### config.mk
export PLATFORM = sky130hd
export DESIGN_NAME = dr_fetch_seq
export DESIGN_NICKNAME = d
export VERILOG_FILES = /design/src/rtl/dr_fetch_seq.sv
export SDC_FILE = /design/constraint.sdc
export NUM_CORES = 1
export LEC_CHECK = 0
export ABC_AREA = 1
export CAP_MARGIN = 20
export CORE_MARGIN = 8
export CORE_UTILIZATION = 47
export DETAILED_ROUTE_END_ITERATION = 8
export PLACE_DENSITY = 0.86
export SLEW_MARGIN = 30
export SYNTH_ARGS = -nofsm -noshare
export SYNTH_HDL_FRONTEND = slang
export SYNTH_SLANG_ARGS = --single-unit
### constraint.sdc
create_clock -name clk -period 1.65 [get_ports clk]
set_input_delay 0.2475 -clock clk [delete_from_list [all_inputs] [get_ports clk]]
set_output_delay 0.2475 -clock clk [all_outputs]
set_load 0.005 [all_outputs]
### src/rtl/dr_fetch_seq.sv
// Fetch/execute sequencer emitting dual-rail return-to-zero PH0/PC/I wavefronts,
// each DATA or NULL wavefront paced by the downstream completion signal ko.
module dr_fetch_seq #(
    parameter int WIDTH    = 4,
    parameter int PC_RESET = 0,
    parameter int TIMEOUT  = 255
) (
    input  logic             clk,
    input  logic             rst_n,
    input  logic             en,
    input  logic             ko,
    input  logic [WIDTH-1:0] mem_data,
    input  logic             jmp_en,
    input  logic [WIDTH-1:0] jmp_addr,
    output logic             PH0_t,
    output logic             PH0_f,
    output logic [WIDTH-1:0] PC_t,
    output logic [WIDTH-1:0] PC_f,
    output logic [WIDTH-1:0] I_t,
    output logic [WIDTH-1:0] I_f,
    output logic             busy,
    output logic             err
);
    localparam int CW = $clog2(TIMEOUT + 1);

    typedef enum logic [2:0] {IDLE, F_DATA, F_NULL, E_DATA, E_NULL} state_t;

    state_t           st_q, st_d;
    logic [WIDTH-1:0] pc_q, pc_d, ir_q, ir_d;
    logic [CW-1:0]    cnt_q, cnt_d;
    logic             err_q, err_d;
    logic             ph_t_q, ph_t_d, ph_f_q, ph_f_d, busy_q, busy_d;
    logic [WIDTH-1:0] pc_t_q, pc_t_d, pc_f_q, pc_f_d, i_t_q, i_t_d, i_f_q, i_f_d;

    always_comb begin
        st_d  = st_q;
        pc_d  = pc_q;
        ir_d  = ir_q;
        cnt_d = cnt_q;
        err_d = err_q;
        // Once err is set everything freezes until reset.
        if (!err_q) begin
            if (st_q != IDLE && cnt_q == CW'(TIMEOUT)) begin
                err_d = 1'b1;
            end else begin
                case (st_q)
                    IDLE:   if (en && ko) st_d = F_DATA;
                    F_DATA: if (!ko) begin
                        st_d = F_NULL;
                        ir_d = mem_data;
                    end
                    F_NULL: if (ko) st_d = E_DATA;
                    E_DATA: if (!ko) begin
                        st_d = E_NULL;
                        pc_d = jmp_en ? jmp_addr : pc_q + 1'b1;
                    end
                    E_NULL: if (ko) st_d = en ? F_DATA : IDLE;
                    default: st_d = IDLE;
                endcase
                if (st_d != st_q)      cnt_d = '0;
                else if (st_q != IDLE) cnt_d = cnt_q + 1'b1;
            end
        end
    end

    // Outputs are derived from next-state values so the rails register on the
    // same edge as the state, with no combinational input-to-output path.
    always_comb begin
        ph_t_d = 1'b0;
        ph_f_d = 1'b0;
        pc_t_d = '0;
        pc_f_d = '0;
        i_t_d  = '0;
        i_f_d  = '0;
        busy_d = (st_d != IDLE);
        if (!err_d && (st_d == F_DATA || st_d == E_DATA)) begin
            ph_t_d = (st_d == F_DATA);
            ph_f_d = (st_d == E_DATA);
            pc_t_d = pc_d;
            pc_f_d = ~pc_d;
            i_t_d  = ir_d;
            i_f_d  = ~ir_d;
        end
    end

    always_ff @(posedge clk or negedge rst_n) begin
        if (!rst_n) begin
            st_q   <= IDLE;
            pc_q   <= WIDTH'(PC_RESET);
            ir_q   <= '0;
            cnt_q  <= '0;
            err_q  <= 1'b0;
            ph_t_q <= 1'b0;
            ph_f_q <= 1'b0;
            pc_t_q <= '0;
            pc_f_q <= '0;
            i_t_q  <= '0;
            i_f_q  <= '0;
            busy_q <= 1'b0;
        end else begin
            st_q   <= st_d;
            pc_q   <= pc_d;
            ir_q   <= ir_d;
            cnt_q  <= cnt_d;
            err_q  <= err_d;
            ph_t_q <= ph_t_d;
            ph_f_q <= ph_f_d;
            pc_t_q <= pc_t_d;
            pc_f_q <= pc_f_d;
            i_t_q  <= i_t_d;
            i_f_q  <= i_f_d;
            busy_q <= busy_d;
        end
    end

    assign PH0_t = ph_t_q;
    assign PH0_f = ph_f_q;
    assign PC_t  = pc_t_q;
    assign PC_f  = pc_f_q;
    assign I_t   = i_t_q;
    assign I_f   = i_f_q;
    assign busy  = busy_q;
    assign err   = err_q;
endmodule

Word-level counts from Yosys, hierarchy flattened
Index checks and enable logic that the tools add are counted.
{ "op_classes": {"n_addsub": 2, "eq_ne": 8, "muxes": 30, "bitwise_logic": 4, "reduce_logical": 10} }
{ "ops": {"columns": ["cell", "count"], "rows": [
  ["2-to-1 mux 4 bit", 13],
  ["2-to-1 mux 3 bit", 9],
  ["2-to-1 mux 8 bit", 2],
  ["one-hot mux 3 bit (5 select lines)", 1],
  ["== test 3 x 2 -> 1 bit (second input constant)", 3],
  ["adder 8 x 1 -> 8 bit (second input constant)", 1],
  ["== test 8 bit (second input constant)", 1],
  ["NOT 4 bit", 2],
  ["== test 3 x 1 -> 1 bit (second input constant)", 2],
  ["nonzero test 3 bit", 2],
  ["2-to-1 mux 1 bit", 5],
  ["adder 4 x 1 -> 4 bit (second input constant)", 1],
  ["== test 3 bit (second input constant)", 1],
  ["logical AND 1 bit", 3],
  ["zero test 3 bit", 1],
  ["inequality test 3 bit", 1],
  ["AND reduction 3 bit", 1],
  ["NOT 1 bit", 2],
  ["nonzero test 2 bit", 1],
  ["zero test 1 bit", 1],
  ["logical OR 1 bit", 1]
]} }
{ "word_totals": {"register_bits": 39, "output_inout_bits": 20} }

Longest topological paths before layout
{ "depth": {"word_depth": 11, "ltp_mapped": 10, "ltp_nobuf": 10} }

Worst setup path after synthesis
OpenSTA, ideal clock, no wires.
{ "synth_timing": {"kind": "register -> register", "from": "register cnt_q[0]", "to": "register i_f_q[0] (netlist: I_f[0])", "setup_time_ps": 71, "arrival_time_ps": 1455, "slack_ps": 124, "path_stages_with_launch": 10, "n_path_buf": 2, "period_less_slack_ps": 1526, "cell_sequence": "dfrtp_1 ha_1 nand2_1 nor2_2 nand3_4 nand2_4 or2_1 buf_6 buf_8 nor2_1"} }
{ "synth_via": {"word_cells_on_any_way": 15, "classes_between": "3 x eq/ne; 7 x mux; 1 x bitwise; 4 x reduce/logical"} }
{ "synth_rtl": {"columns": ["item", "line_no", "rtl"], "rows": [
  ["start: declaration", "30", "logic [CW-1:0] cnt_q, cnt_d;"],
  ["start signal: assignment", "104", "cnt_q <= cnt_d;"],
  ["== test 8 bit", "43", "if (st_q != IDLE && cnt_q == CW'(TIMEOUT)) begin"],
  ["logical AND 1 bit", "43", null],
  ["2-to-1 mux 1 bit", "43", null],
  ["2-to-1 mux 1 bit", "42", "if (!err_q) begin"],
  ["named net err_d", "31", "logic err_q, err_d;"],
  ["zero test 1 bit", "76", "if (!err_d && (st_d == F_DATA || st_d == E_DATA)) begin"],
  ["logical AND 1 bit", "76", null],
  ["2-to-1 mux 4 bit", "76", null],
  ["named net i_f_d[0]", "33", "logic [WIDTH-1:0] pc_t_q, pc_t_d, pc_f_q, pc_f_d, i_t_q, i_t_d, i_f_q, i_f_d;"],
  ["end signal: assignment", "111", "i_f_q <= i_f_d;"],
  ["end: declaration", "33", null]
]} }
The timed path passes the listed nets, and every way through them passes these cells.
A chain may end at the register's enable or synchronous reset.

Final worst setup path
{ "layout_timing": {"from": "register st_q[2]", "to": "register pc_t_q[0] (netlist: PC_t[0])"} }
{ "layout_via": {"word_cells_on_any_way": 28, "classes_between": "6 x eq/ne; 16 x mux; 6 x reduce/logical"} }
{ "layout_rtl": {"columns": ["item", "line_no", "rtl"], "rows": [
  ["start: declaration", "28", "state_t st_q, st_d;"],
  ["start signal: assignment", "101", "st_q <= st_d;"],
  ["nonzero test 3 bit", "43", null],
  ["logical AND 1 bit", "43", null],
  ["2-to-1 mux 1 bit", "43", null],
  ["2-to-1 mux 1 bit", "42", null],
  ["named net err_d", "31", null],
  ["zero test 1 bit", "76", null],
  ["logical AND 1 bit", "76", null],
  ["2-to-1 mux 4 bit", "76", null],
  ["named net pc_t_d[0]", "33", null],
  ["end signal: assignment", "108", "pc_t_q <= pc_t_d;"],
  ["end: declaration", "33", null]
]} }
The timed path passes the listed nets, and every way through them passes these cells. The select of a mux whose other input is x is not followed.

==> summary.txt <==
Status
  • Status: finished, violations left
  • Violated checks: hold timing

Synth
  • Fraction of registers with async set/reset: 1.00
  • Post-Syn Area: 1900 µm²
  • Post-synth EDFFs: 0
  • Unique masters post-synth: 25
  • Mean Syn Cell Area: 8.05 µm²
  • FF+latch count, synth: 39
  • Most common cell in the netlist: nand2_1
  • Cell count after synthesis: 236
  • Cell taking the most area after synthesis: dfrtp_1
  • Post-synth top cells: nand2_1 (80), dfrtp_1 (39), inv_1 (34), nor2_1 (27), nand3_1 (17)
  • Most area-consuming cells after synthesis: dfrtp_1 (51%), nand2_1 (16%), inv_1 (6.7%), nor2_1 (5.3%), nand3_1 (4.5%)
  • Synth Warn #: 0
  • Main synth FF type: dfrtp_1
  • Syn Nets: 251
  • Sequential area share after synthesis: 0.514
  • Synth top area share: 0.514

Clock network
  • Clk_lat worst skew: 0.30 ns
  • H-tree depth: 2
  • Root buffer cell: clkbuf_8
  • CTS sink cnt: 39
  • Number of buffers created by CTS: 5
  • TritonCTS clock tree: yes
  • Reg clk slew, reported paths: 0.08 ns
  • Clk buf depth: 2

Drt
  • Routed Antenna Nets: 0
  • DR pass1 iterations: 4
  • DR DRC count: 0
  • Mean routed wirelength per cell: 12.4 µm
  • Vias per Instance: 4.84
  • Via count: 1613
  • Final wirelength: 4140 µm
  • Drt initial violations: 135

Worst setup path
  • Critical Path AT: 1.79 ns
  • CP endpoint kind: flip-flop
  • CP required: 1.87 ns
  • Startpoint Class: flip-flop
  • Worst-path fanout max: 13
  • Critical path class: flip-flop to flip-flop

Cells and area
  • Fill cells: 331
  • Area Overhead vs Synth: 28.2%
  • Nets: 297
  • Layout cells sized above 1: 0.120
  • Post-layout instance area: 2430 µm²
  • Diode count: 0
  • Finished Core Util: 0.618
  • Area occupied by multi-input gates: 774 µm²
  • Register area: 976 µm²

Power
  • Comb pwr share: 0.391
  • Psw: 1.19 mW
  • Pwr dens: 1390 nW/µm²
  • Max VDD drop: 864 µV
  • Seq pwr share: 0.426
  • Clock power share: 0.183
  • Total power: 3.38 mW
  • Pint: 2.20 mW
  • Sw Ratio: 0.351
  • Leak: 1.27 nW

Floorplanning
  • Starting Density: 0.482
  • Die ar.: 6330 µm²
  • Core area: 3940 µm²
  • Chip height: 79.6 µm
  • # rows: 23
  • DIE WIDTH: 79.6 µm
  • # IOs: 33

Min path
  • Classification of the worst-slack hold path: input pin to asynchronous set/reset pin

Placement
  • Dpl hpwl: 2940 µm
  • IO Port Bufs: 32
  • Cell Area, Placed: 2310 µm²
  • Gpl congestion: 0.827

Timing
  • Fin crit period: 1.57 ns
  • Setup Skew: 0.00921 ns
  • Slew @ Worst Pin: 0.479 ns
  • Slew Limit Fails: 0
  • Final setup fails: 0
  • F_max: 638 MHz
  • Max transition margin: 0.681
  • Final period utilization: 0.950
  • Hold_ws: -0.00943 ns
  • Endpoints failing hold: 25

Global route
  • Vias in the first global route: 1600
  • Antenna violations before repair: 0
  • Overall routing resource usage: 0.138
  • First-pass GRT wire length: 6890 µm
  • Remaining Overflow, GRT: 0
  • Largest net degree at the start of global routing: 40

Run
  • Max-cap violation count: 0
## cell usage in the layout, fill, tap and decap left out, types with 2 or more instances in the layout
cell type        Yosys  routed
buf_4                0       9
xor2_1               2       2
inv_1               34      34
nand2_2              1       4
nand3_1             17      17
clkdlybuf4s50_1      0      31
clkbuf_8             0       5
xnor2_1              2       2
dfrtp_1             39      39
nor2_4               1       2
o21ai_0              2       2
a21oi_1              5       5
nand2_1             80      77
nor2_2               3       3
nand4_1              8       8
nor2_1              27      26
nand3b_1             2       2
## worst paths after layout
kind	startpoint	to	slack, ns	depth (start not counted)
setup reg to reg	st_q[2]	PC_t[0]	0.08	7
hold reg to reg	ir_q[2]	ir_q[2]	0.50	2
setup / recovery	st_q[2]	PC_t[0]	0.08	7
max in group asynchronous	rst_n	err	1.32	2
hold / removal	rst_n	cnt_q[5]	-0.009	2
min in group clk	ir_q[2]	ir_q[2]	0.50	2
## kinds of logic after synthesis
logic type	after synthesis	synth area share
AND/OR/NAND/NOR	143	0.333
flip-flops	39	0.514
buffers and inverters	38	0.0889
AO/OA/AOI/OAI	8	0.0211
XOR/XNOR	4	0.0184
multiplexers	2	0.0112
adder cells (fa/ha/maj)	2	0.0132
## power groups by stage
stage	Sequential (mW)	Combinational [mW]	Clock, mW
6_report	1.44	1.32	0.619
5_1_grt	1.47	1.51	0.676
4_1_cts	1.44	1.30	0.643
3_5_place_dp	1.46	1.29	0
3_3_place_gp	1.44	1.25	0
2_1_floorplan	1.44	0.707	0
## layout make-up
type / instances / area share
Sequential cell: 39 / 0.401
Inverter: 35 / 0.0550
Tap cell: 50 / 0.0257
Timing Repair Buffer: 42 / 0.165
Multi-Input combinational cell: 159 / 0.318
Clock inverter: 2 / 0.00514
Clock buffer: 6 / 0.0298
## sequential cells by signal, summed over array words and instances, names as in the netlist
| signal | flops |
|---|---|
| I_f | 4 |
| I_t | 4 |
| PC_f | 4 |
| PC_t | 4 |
| PH0_f | 1 |
| PH0_t | 1 |
| busy | 1 |
| cnt_q | 8 |
| err | 1 |
| ir_q | 4 |
| pc_q | 4 |
| st_q | 3 |
## critical path, cell delays in order, from the launching register on
cell,delay [ns]
dfrtp_1,0.45
nor2_4,0.18
nand2_2,0.10
nand3_4,0.13
nand2_4,0.09
or2_4,0.26
buf_12,0.14
nor2_1,0.14
## per-stage QoR
| step | worst slack (ns) | std cells | TNS (ns) |
|---|---|---|---|
| CTS | 0.0125 | 331 | 0 |
| finish | 0.0818 | 333 | 0 |
| global placement | -0.00896 | 323 | -0.0202 |
| detailed placement | -0.124 | 323 | -1.21 |
| floorplan | 0.124 | 236 | 0 |
| global route | -0.0207 | 333 | -0.0992 |
## repair_timing
item                                    in CTS  in global routing
endpoints found under the setup margin       0                 32
gates resized for setup                      0                  8
hold buffers                                 0                  0
setup buffers                                0                  2
## per-layer routing
metal / global-route usage / routed length (µm) / vias up
met1: 0.150 / 1740 / 744
li1: - / - / 819
met2: 0.231 / 2050 / 43
met3: 0.0541 / 273 / 7
met5: 0 / 0 / -
met4: 0.0611 / 77 / 0
No activity file was read; power rests on OpenSTA's default activity.
